**config.mk**
```make
export PLATFORM = sky130hd
export DESIGN_NAME = gpu_bus_writer
export DESIGN_NICKNAME = d
export VERILOG_FILES = /design/src/rtl/gpu_bus_pkg.sv /design/src/rtl/gpu_char_fifo.sv /design/src/rtl/gpu_bus_writer.sv
export SDC_FILE = /design/constraint.sdc
export NUM_CORES = 1
export LEC_CHECK = 0
export CAP_MARGIN = 0
export CORE_UTILIZATION = 50
export DETAILED_ROUTE_END_ITERATION = 12
export GPL_TIMING_DRIVEN = 0
export MAX_ROUTING_LAYER = met4
export PLACE_DENSITY = 0.76
export SLEW_MARGIN = 20
export SYNTH_ARGS = -nofsm -noshare
export SYNTH_HDL_FRONTEND = slang
export SYNTH_SLANG_ARGS = --single-unit
```
**constraint.sdc**
```tcl
create_clock -name CLK -period 3.85 [get_ports CLK]
set_input_delay 0.77 -clock CLK [delete_from_list [all_inputs] [get_ports CLK]]
set_output_delay 0.77 -clock CLK [all_outputs]
set_load 0.02 [all_outputs]
```
**src/rtl/gpu_bus_pkg.sv**
```systemverilog
// Shared constants and FSM state type for the GPU bus writer.
// Optional feature macro: GPU_BUS_WRITER_CRLF_EN (adds the CR_INSERT state).
package gpu_bus_pkg;

  localparam logic [6:0] CODE_LF    = 7'h0A;
  localparam logic [6:0] CODE_CR    = 7'h0D;
  localparam logic [6:0] CODE_CLEAR = 7'h7F;

  // 80x60 clear plus two cycles of margin
  localparam int unsigned CLEAR_CYCLES_DEF = 4802;

`ifdef GPU_BUS_WRITER_CRLF_EN
  typedef enum logic [2:0] {StIdle, StStrobe, StGap, StClearWait, StCrInsert} state_e;
`else
  typedef enum logic [2:0] {StIdle, StStrobe, StGap, StClearWait} state_e;
`endif

  function automatic int unsigned max_u(input int unsigned a, input int unsigned b);
    return (a > b) ? a : b;
  endfunction

endpackage

```
**src/rtl/gpu_char_fifo.sv**
```systemverilog
// Synchronous character FIFO; pointers carry an extra wrap bit to tell full from empty.
module gpu_char_fifo #(
  parameter int unsigned DEPTH = 16,
  parameter int unsigned WIDTH = 7
) (
  input  logic                       CLK,
  input  logic                       RESET_N,
  input  logic                       i_push,
  input  logic [WIDTH-1:0]           i_wdata,
  input  logic                       i_pop,
  output logic [WIDTH-1:0]           o_rdata,
  output logic                       o_full,
  output logic                       o_empty,
  output logic [$clog2(DEPTH):0]     o_level
);

  localparam int unsigned AW = $clog2(DEPTH);

  logic [AW:0]      r_wr_ptr;
  logic [AW:0]      r_rd_ptr;
  logic [WIDTH-1:0] r_mem [DEPTH];
  logic             w_push;
  logic             w_pop;

  assign o_empty = (r_wr_ptr == r_rd_ptr);
  assign o_full  = (r_wr_ptr[AW] != r_rd_ptr[AW]) &&
                   (r_wr_ptr[AW-1:0] == r_rd_ptr[AW-1:0]);
  assign o_level = r_wr_ptr - r_rd_ptr;
  assign o_rdata = r_mem[r_rd_ptr[AW-1:0]];

  // Writes while full are dropped; the stored entries are never overwritten
  assign w_push = i_push && !o_full;
  assign w_pop  = i_pop && !o_empty;

  always_ff @(posedge CLK or negedge RESET_N) begin
    if (!RESET_N) begin
      r_wr_ptr <= '0;
      r_rd_ptr <= '0;
    end else begin
      if (w_push) r_wr_ptr <= r_wr_ptr + 1'b1;
      if (w_pop)  r_rd_ptr <= r_rd_ptr + 1'b1;
    end
  end

  always_ff @(posedge CLK) begin
    if (w_push) r_mem[r_wr_ptr[AW-1:0]] <= i_wdata;
  end

endmodule

```
**src/rtl/gpu_bus_writer.sv**
```systemverilog
// Drains a character FIFO into paced CE/RW/DATA write strobes for the text-mode GPU.
// Optional feature macro: GPU_BUS_WRITER_CRLF_EN (inserts a CR strobe after every LF).
module gpu_bus_writer
  import gpu_bus_pkg::*;
#(
  parameter int unsigned FIFO_DEPTH   = 16,
  parameter int unsigned GAP_CYCLES   = 1,
  parameter int unsigned CLEAR_CYCLES = CLEAR_CYCLES_DEF
) (
  input  logic                          CLK,
  input  logic                          RESET_N,
  input  logic [6:0]                    CHAR_IN,
  input  logic                          CHAR_VALID,
  output logic                          CHAR_READY,
  output logic                          CE,
  output logic                          RW,
  output logic [6:0]                    DATA,
  output logic                          BUSY,
  output logic [$clog2(FIFO_DEPTH):0]   FIFO_LEVEL
);

  localparam int unsigned CntMax = max_u(CLEAR_CYCLES, GAP_CYCLES);
  localparam int unsigned CntW   = $clog2(CntMax + 1);

  state_e          r_state, w_state_next;
  logic [CntW-1:0] r_cnt, w_cnt_next;
  logic            r_ce, w_ce_next;
  logic            r_rw, w_rw_next;
  logic [6:0]      r_data, w_data_next;
  logic            w_launch;
  logic            w_pop;
  logic            w_full;
  logic            w_empty;
  logic [6:0]      w_fifo_data;

  gpu_char_fifo #(
    .DEPTH (FIFO_DEPTH),
    .WIDTH (7)
  ) u_fifo (
    .CLK     (CLK),
    .RESET_N (RESET_N),
    .i_push  (CHAR_VALID),
    .i_wdata (CHAR_IN),
    .i_pop   (w_pop),
    .o_rdata (w_fifo_data),
    .o_full  (w_full),
    .o_empty (w_empty),
    .o_level (FIFO_LEVEL)
  );

  always_comb begin
    w_state_next = r_state;
    w_cnt_next   = r_cnt;
    w_ce_next    = 1'b1;
    w_rw_next    = 1'b1;
    w_data_next  = r_data;
    w_launch     = 1'b0;
    w_pop        = 1'b0;

    unique case (r_state)
      StIdle: w_launch = 1'b1;
      StStrobe: begin
        if (r_data == CODE_CLEAR) begin
          w_state_next = StClearWait;
          w_cnt_next   = CntW'(CLEAR_CYCLES);
        end else begin
          w_state_next = StGap;
          w_cnt_next   = CntW'(GAP_CYCLES);
        end
      end
      StGap, StClearWait: begin
        if (r_cnt > CntW'(1)) begin
          w_cnt_next = r_cnt - CntW'(1);
        end else begin
`ifdef GPU_BUS_WRITER_CRLF_EN
          if (r_state == StGap && r_data == CODE_LF) begin
            w_state_next = StCrInsert;
            w_ce_next    = 1'b0;
            w_rw_next    = 1'b0;
            w_data_next  = CODE_CR;
          end else begin
            w_state_next = StIdle;
            w_launch     = 1'b1;
          end
`else
          w_state_next = StIdle;
          w_launch     = 1'b1;
`endif
        end
      end
`ifdef GPU_BUS_WRITER_CRLF_EN
      StCrInsert: begin
        w_state_next = StGap;
        w_cnt_next   = CntW'(GAP_CYCLES);
      end
`endif
      default: w_state_next = StIdle;
    endcase

    // End of a gap goes straight into the next strobe, keeping the period at 1+GAP_CYCLES
    if (w_launch && !w_empty) begin
      w_pop        = 1'b1;
      w_state_next = StStrobe;
      w_ce_next    = 1'b0;
      w_rw_next    = 1'b0;
      w_data_next  = w_fifo_data;
    end
  end

  always_ff @(posedge CLK or negedge RESET_N) begin
    if (!RESET_N) begin
      r_state <= StIdle;
      r_cnt   <= '0;
      r_ce    <= 1'b1;
      r_rw    <= 1'b1;
      r_data  <= '0;
    end else begin
      r_state <= w_state_next;
      r_cnt   <= w_cnt_next;
      r_ce    <= w_ce_next;
      r_rw    <= w_rw_next;
      r_data  <= w_data_next;
    end
  end

  assign CE         = r_ce;
  assign RW         = r_rw;
  assign DATA       = r_data;
  assign CHAR_READY = !w_full;
  assign BUSY       = !w_empty || (r_state != StIdle);

endmodule
```
==> Word-level counts from Yosys, hierarchy flattened <==
Memories as Yosys holds them, arrays and structs flattened. A register that Yosys moved wholly into a read port is not among the register bits.
Index checks and enable logic that the tools add are counted.
{ "totals": {"register_bits": 27, "mem_bits_rw": 112, "wordCells": 48, "memories": 1} }
{ "mem_list": {"columns": ["memory", "words", "width", "read_ports", "rd_ports_with_merged_regs", "wr", "line_no", "source"], "rows": [
  ["u_fifo.r_mem", 16, 7, 1, 1, 1, "gpu_char_fifo.sv:21", "logic [WIDTH-1:0] r_mem [DEPTH];"]
]} }
{ "op_classes": {"add_sub_neg": 4, "magnitude_cmp": 1, "n_eq_ne": 10, "n_mux": 13, "n_reduce_logical": 14} }
{ "ops": {"columns": ["cell", "count"], "rows": [
  ["2-to-1 mux 13 bit", 2],
  ["case mux 13 bit (2 select lines)", 1],
  ["> comparator 13 x 1 -> 1 bit (second input constant)", 1],
  ["subtractor 13 x 1 -> 13 bit (second input constant)", 1],
  ["adder 5 x 1 -> 5 bit (second input constant)", 2],
  ["case mux 3 bit (3 select lines)", 1],
  ["equality test 7 bit (second input constant)", 1],
  ["equality test 3 x 2 -> 1 bit (second input constant)", 2],
  ["2-to-1 mux 1 bit", 6],
  ["2-to-1 mux 3 bit", 2],
  ["equality test 5 bit", 1],
  ["subtractor 5 bit", 1],
  ["equality test 4 bit", 1],
  ["logical AND 1 bit", 4],
  ["inequality test 2 bit (second input constant)", 2],
  ["AND reduction 2 bit", 2],
  ["equality test 3 x 1 -> 1 bit (second input constant)", 1],
  ["logical NOT 1 bit", 3],
  ["logical NOT 3 bit", 1],
  ["inequality test 3 bit (second input constant)", 1],
  ["nonzero test 3 bit", 1],
  ["case mux 1 bit (2 select lines)", 1],
  ["nonzero test 2 bit", 1],
  ["OR reduction 2 bit", 1],
  ["2 further kinds", 2]
]} }

==> Longest topological paths before layout <==
{ "logic_depth": {"ltp_word": 6, "depth_mapped": 9, "depth_no_buf": 7} }

==> By module <==
From an unflattened synthesis, not the netlist that was laid out.
{ "unflattened": {"cells_unflattened": 412, "area_unflattened_um2": 6438.7} }
{ "modules_own_cells": {"columns": ["module", "instances", "cells_each", "area_each_um2"], "rows": [
  ["gpu_char_fifo", 1, 291, 5102.4],
  ["gpu_bus_writer", 1, 121, 1336.3]
]} }

==> Worst setup path before layout <==
No wires, ideal clock.
{ "synth_path": {"path_kind": "flip-flop to flip-flop", "startpoint": "reg u_fifo.r_rd_ptr[1]", "endpoint": "mem u_fifo.r_mem[3][0], enable pin", "setup_ps": 380, "arrival_ps": 2733, "required_time_ps": 3470, "path_slack_ps": 737, "path_stages_with_launch": 10, "path_buffers": 2, "synth_period_minus_slack_ps": 3113, "cell_sequence": "dfrtp_1 buf_1 inv_1 ha_1 and4_1 nand2_1 and2_1 clkbuf_1 nand2_1 nor3_1"} }
{ "synth_via": {"elab_chain_len": 6} }
{ "synth_rtl": {"columns": ["element", "line_no", "source"], "rows": [
  ["start: declaration", "gpu_char_fifo.sv:20", "logic [AW:0] r_rd_ptr;"],
  ["start signal: assignment", "gpu_char_fifo.sv:41", "if (w_pop) r_rd_ptr <= r_rd_ptr + 1'b1;"],
  ["equality test 4 bit", "gpu_char_fifo.sv:27", "(r_wr_ptr[AW-1:0] == r_rd_ptr[AW-1:0]);"],
  ["logical AND 1 bit", "gpu_char_fifo.sv:26", "assign o_full = (r_wr_ptr[AW] != r_rd_ptr[AW]) &&"],
  ["logical NOT 1 bit", null, null],
  ["named net CHAR_READY", "gpu_bus_writer.sv:14", "output logic CHAR_READY,"],
  ["logical AND 1 bit", "gpu_char_fifo.sv:32", "assign w_push = i_push && !o_full;"],
  ["2-to-1 mux 1 bit", "gpu_char_fifo.sv:46", "if (w_push) r_mem[r_wr_ptr[AW-1:0]] <= i_wdata;"],
  ["2-to-1 mux 1 bit (implied by the code)", "gpu_char_fifo.sv:46", null],
  ["end: declaration", "gpu_char_fifo.sv:21", null]
]} }
The timed path passes the listed nets, and every way through them passes these cells.

==> Worst setup path in the final report <==
{ "layout_path": {"startpoint": "reg u_fifo.r_rd_ptr[1]", "endpoint": "out BUSY"} }
{ "layout_via": {"elab_chain_len": 3} }
{ "layout_rtl": {"columns": ["element", "line_no", "source"], "rows": [
  ["equality test 5 bit", "gpu_char_fifo.sv:25", "assign o_empty = (r_wr_ptr == r_rd_ptr);"],
  ["logical NOT 1 bit", "gpu_bus_writer.sv:130", "assign BUSY = !w_empty || (r_state != StIdle);"],
  ["logical OR 1 bit", "gpu_bus_writer.sv:130", null],
  ["end: declaration", "gpu_bus_writer.sv:18", "output logic BUSY,"]
]} }
Every way passes these cells.

==> impl_metrics.env <==
export IMPL_syn_inst=376
export IMPL_p_comb_share_pct=36.0
export IMPL_htree_levels=4
export IMPL_hp_class="primary input to asynchronous set/reset pin"
export IMPL_cap_violations=0
export IMPL_vias_per_cell=6.05
export IMPL_grt_pass1_vias=3557
export IMPL_synth_area_leaders="edfxtp_1 (55%), dfrtp_1 (13%), mux4_2 (10%)"
export IMPL_gr_total_overflow=0
export IMPL_setup_violations=0
export IMPL_slew_violations=0
export IMPL_switching_power_mw=2.09
export IMPL_die_area_um2=12800
export IMPL_cts_buffer_depth=2
export IMPL_path_clk_slew_ps=60
export IMPL_post_route_period_util_pct=93.2
export IMPL_antenna_cells=0
export IMPL_die_h_um=113
export IMPL_initial_core_util_pct=51.3
export IMPL_hold_violations=0
export IMPL_synth_fp_nets=398
export IMPL_grt_max_degree=34
export IMPL_worst_slew_pin_transition_ps=1140
export IMPL_drive_above_1_share_pct=19.7
export IMPL_ys_warn_count=0
export IMPL_slew_headroom_pct=23.4
export IMPL_std_cell_rows=40
export IMPL_grt_pass1_wl_um=19500
export IMPL_ys_ff_latch=145
export IMPL_async_reset_ff_share_pct=22.8
export IMPL_clock_power_share_pct=28.3
export IMPL_syn_area_um2=6170
export IMPL_wire_per_inst_um=21.4
export IMPL_clkLatencyLatePin_ps=420
export IMPL_end_kind="output pin"
export IMPL_cts_root_buf="clkbuf_16"
export IMPL_max_freq_mhz=279
export IMPL_ys_seq_area_share_pct=67.9
export IMPL_avgSynthCellArea_um2=16.4
export IMPL_internal_power_mw=4.11
export IMPL_fillers=845
export IMPL_ios=26
export IMPL_grt_antenna_before_repair=0
export IMPL_clock_sinks=145
export IMPL_synth_cell_types=52
export IMPL_power_density_nw_per_um2=856
export IMPL_grt_setup_unrepaired="false"
export IMPL_place_gp_congestion=0.873
export IMPL_final_setup_tns_ps=0
export IMPL_syn2layout_area_growth_pct=17.4
export IMPL_dp_hpwl_um=8170
export IMPL_cts_tree="yes"
export IMPL_core_area_um2=12000
export IMPL_cts_buffers=17
export IMPL_synth_edff_count=112
export IMPL_peakVddDrop_mv=0.452
export IMPL_yosysTopAreaCell="edfxtp_1"
export IMPL_switching_share_pct=33.7
export IMPL_status="finished, final reports clean"
export IMPL_drtIter0Drc=321
export IMPL_sequentialPowerShare_pct=35.7
export IMPL_synthFlopType="edfxtp_1"
export IMPL_cp_arrival_ps=2820
export IMPL_fin_nets=441
export IMPL_portBuffers=25
export IMPL_grtUsageTotal_pct=21.8
export IMPL_worst_setup_path_start_kind="flip-flop"
export IMPL_critPathRequiredTime_ps=3080
export IMPL_first_pass_iters=5
export IMPL_fin_util_pct=60.3
export IMPL_cp_max_fo=10
export IMPL_die_w_um=113
export IMPL_vias=3502
export IMPL_routed_wirelength_um=12400
export IMPL_synth_top_area_share_pct=54.5
export IMPL_p_leak_nw=2.61
export IMPL_period_needed_ps=3590
export IMPL_cts_setup_buffers=0
export IMPL_ant_nets=0
export IMPL_total_power_mw=6.19
export IMPL_r2r_start="u_fifo.r_rd_ptr[1]"
export IMPL_path_class="flip-flop to output pin"
export IMPL_post_route_drc_count=0
export IMPL_finalClockSkew_ps=7.35
export IMPL_startpoint="u_fifo.r_rd_ptr[1]"
## worst paths after layout
check / end / slack [ps] / cells after the start
max: BUSY / 260 / 8
min: r_cnt[9] / 400 / 1
max reg2reg: u_fifo.r_mem[3][1] / 330 / 9
min reg2reg: u_fifo.r_rd_ptr[4] / 490 / 1
max in group asynchronous: u_fifo.r_rd_ptr[2] / 2940 / 1
min in group CLK: u_fifo.r_rd_ptr[4] / 490 / 1
## cell usage in the layout, fill, tap and decap left out, types with 4 or more instances in the layout
master and instances:
a21oi_1 5, a22oi_1 14, buf_2 4, bufinv_16 4
clkbuf_1 8, clkbuf_16 17, clkdlybuf4s50_1 24, dfrtp_1 31
edfxtp_1 112, ha_1 11, inv_1 15, mux2_4 8
mux4_2 28, nand2_1 23, nand2b_1 5, nand3_1 8
nor2_1 25, nor3_1 9, o21ai_0 7, or4_1 4
xnor2_1 10, xor2_1 4
## timing repair
action                                 CTS  global route
gates resized for setup                  2             4
hold buffers                             0             0
endpoints found under the hold margin    0             0
setup endpoints to repair               30            13
## stage by stage
step / std cells / area (um^2) / setup slack [ps] / hold slack (ps)
finish: 579 / 7240 / 262 / 399
detailed placement: 548 / 6600 / -103 / 481
CTS: 579 / 7230 / 43.3 / 419
global route: 579 / 7240 / 53.8 / 462
global placement: 548 / 6600 / 93.1 / 474
floorplan: 376 / 6170 / 737 / 458
## cell type report
| class | instances | area (um^2) | area share, % |
|---|---|---|---|
| Buffer | 15 | 82.6 | 1.14 |
| Clock buffer | 17 | 425 | 5.88 |
| Clock inverter | 15 | 206 | 2.85 |
| Inverter | 15 | 56.3 | 0.778 |
| Multi-Input combinational cell | 200 | 1850 | 25.5 |
| Sequential cell | 145 | 4190 | 57.9 |
| Tap cell | 147 | 184 | 2.54 |
| Timing Repair Buffer | 25 | 245 | 3.39 |
## cells in the mapped netlist (2+ instances only)
| cell | n |
|---|---|
| o21ai_0 | 7 |
| buf_2 | 3 |
| mux2_4 | 8 |
| inv_1 | 15 |
| xnor2_1 | 10 |
| nor3_1 | 11 |
| a22oi_1 | 14 |
| a21o_1 | 2 |
| nand2_1 | 23 |
| dfrtp_1 | 32 |
| a21oi_1 | 5 |
| nor2_1 | 25 |
| nand4_1 | 3 |
| or4_1 | 4 |
| clkbuf_1 | 9 |
| edfxtp_1 | 112 |
| and2_1 | 3 |
| and3_1 | 2 |
| nand3_1 | 8 |
| xor2_1 | 4 |
| mux4_2 | 28 |
| nand4b_1 | 2 |
| ha_1 | 11 |
| buf_6 | 2 |
| nand2b_1 | 5 |
| nor2b_1 | 2 |
## critical path, cell delays in order (launching register included)
cell,delay [ps]
dfrtp_1,520
clkbuf_4,350
inv_1,70
ha_1,310
and4_1,170
nand2b_1,170
inv_1,120
nand2_1,90
clkdlybuf4s50_1,600
## routing by layer
| metal | wire length, um | global-route usage, % | vias up | share of wire, % |
|---|---|---|---|---|
| met1 | 5210 | 27.6 | 1800 | 42 |
| met3 | 743 | 6.91 | 20 | 6.0 |
| met5 | 0 | - | - | 0 |
| met2 | 6250 | 34.2 | 130 | 50 |
| met4 | 197 | 5.88 | 0 | 1.6 |
| li1 | - | - | 1552 | - |
## registers in the layout, summed over array words and instances, names as in the netlist
name	cells
RW	1
u_fifo.r_rd_ptr	5
u_fifo.r_mem	112
DATA	7
r_state	2
u_fifo.r_wr_ptr	5
r_cnt	13
## cells by family after synthesis
kind of cell,count (synthesis),share of synthesized area [%]
muxes,36,12.2
DFF,145,67.9
xor gates and xnor gates,14,1.99
AOI/OAI and AO/OA,42,5.01
and+or+nand+nor,96,8.07
adders and majority gates,12,2.56
buffers and inverters,31,2.25
## power by group through the flow
stage | clock (mW) | sequential [mW] | combinational (mW)
finish | 1.75 | 2.21 | 2.23
global route | 1.83 | 2.24 | 2.40
CTS | 1.76 | 2.21 | 2.24
detailed placement | 0 | 2.21 | 2.23
global placement | 0 | 2.19 | 2.17
floorplan | 0 | 2.20 | 1.50
No activity file was read; power rests on OpenSTA's default activity.
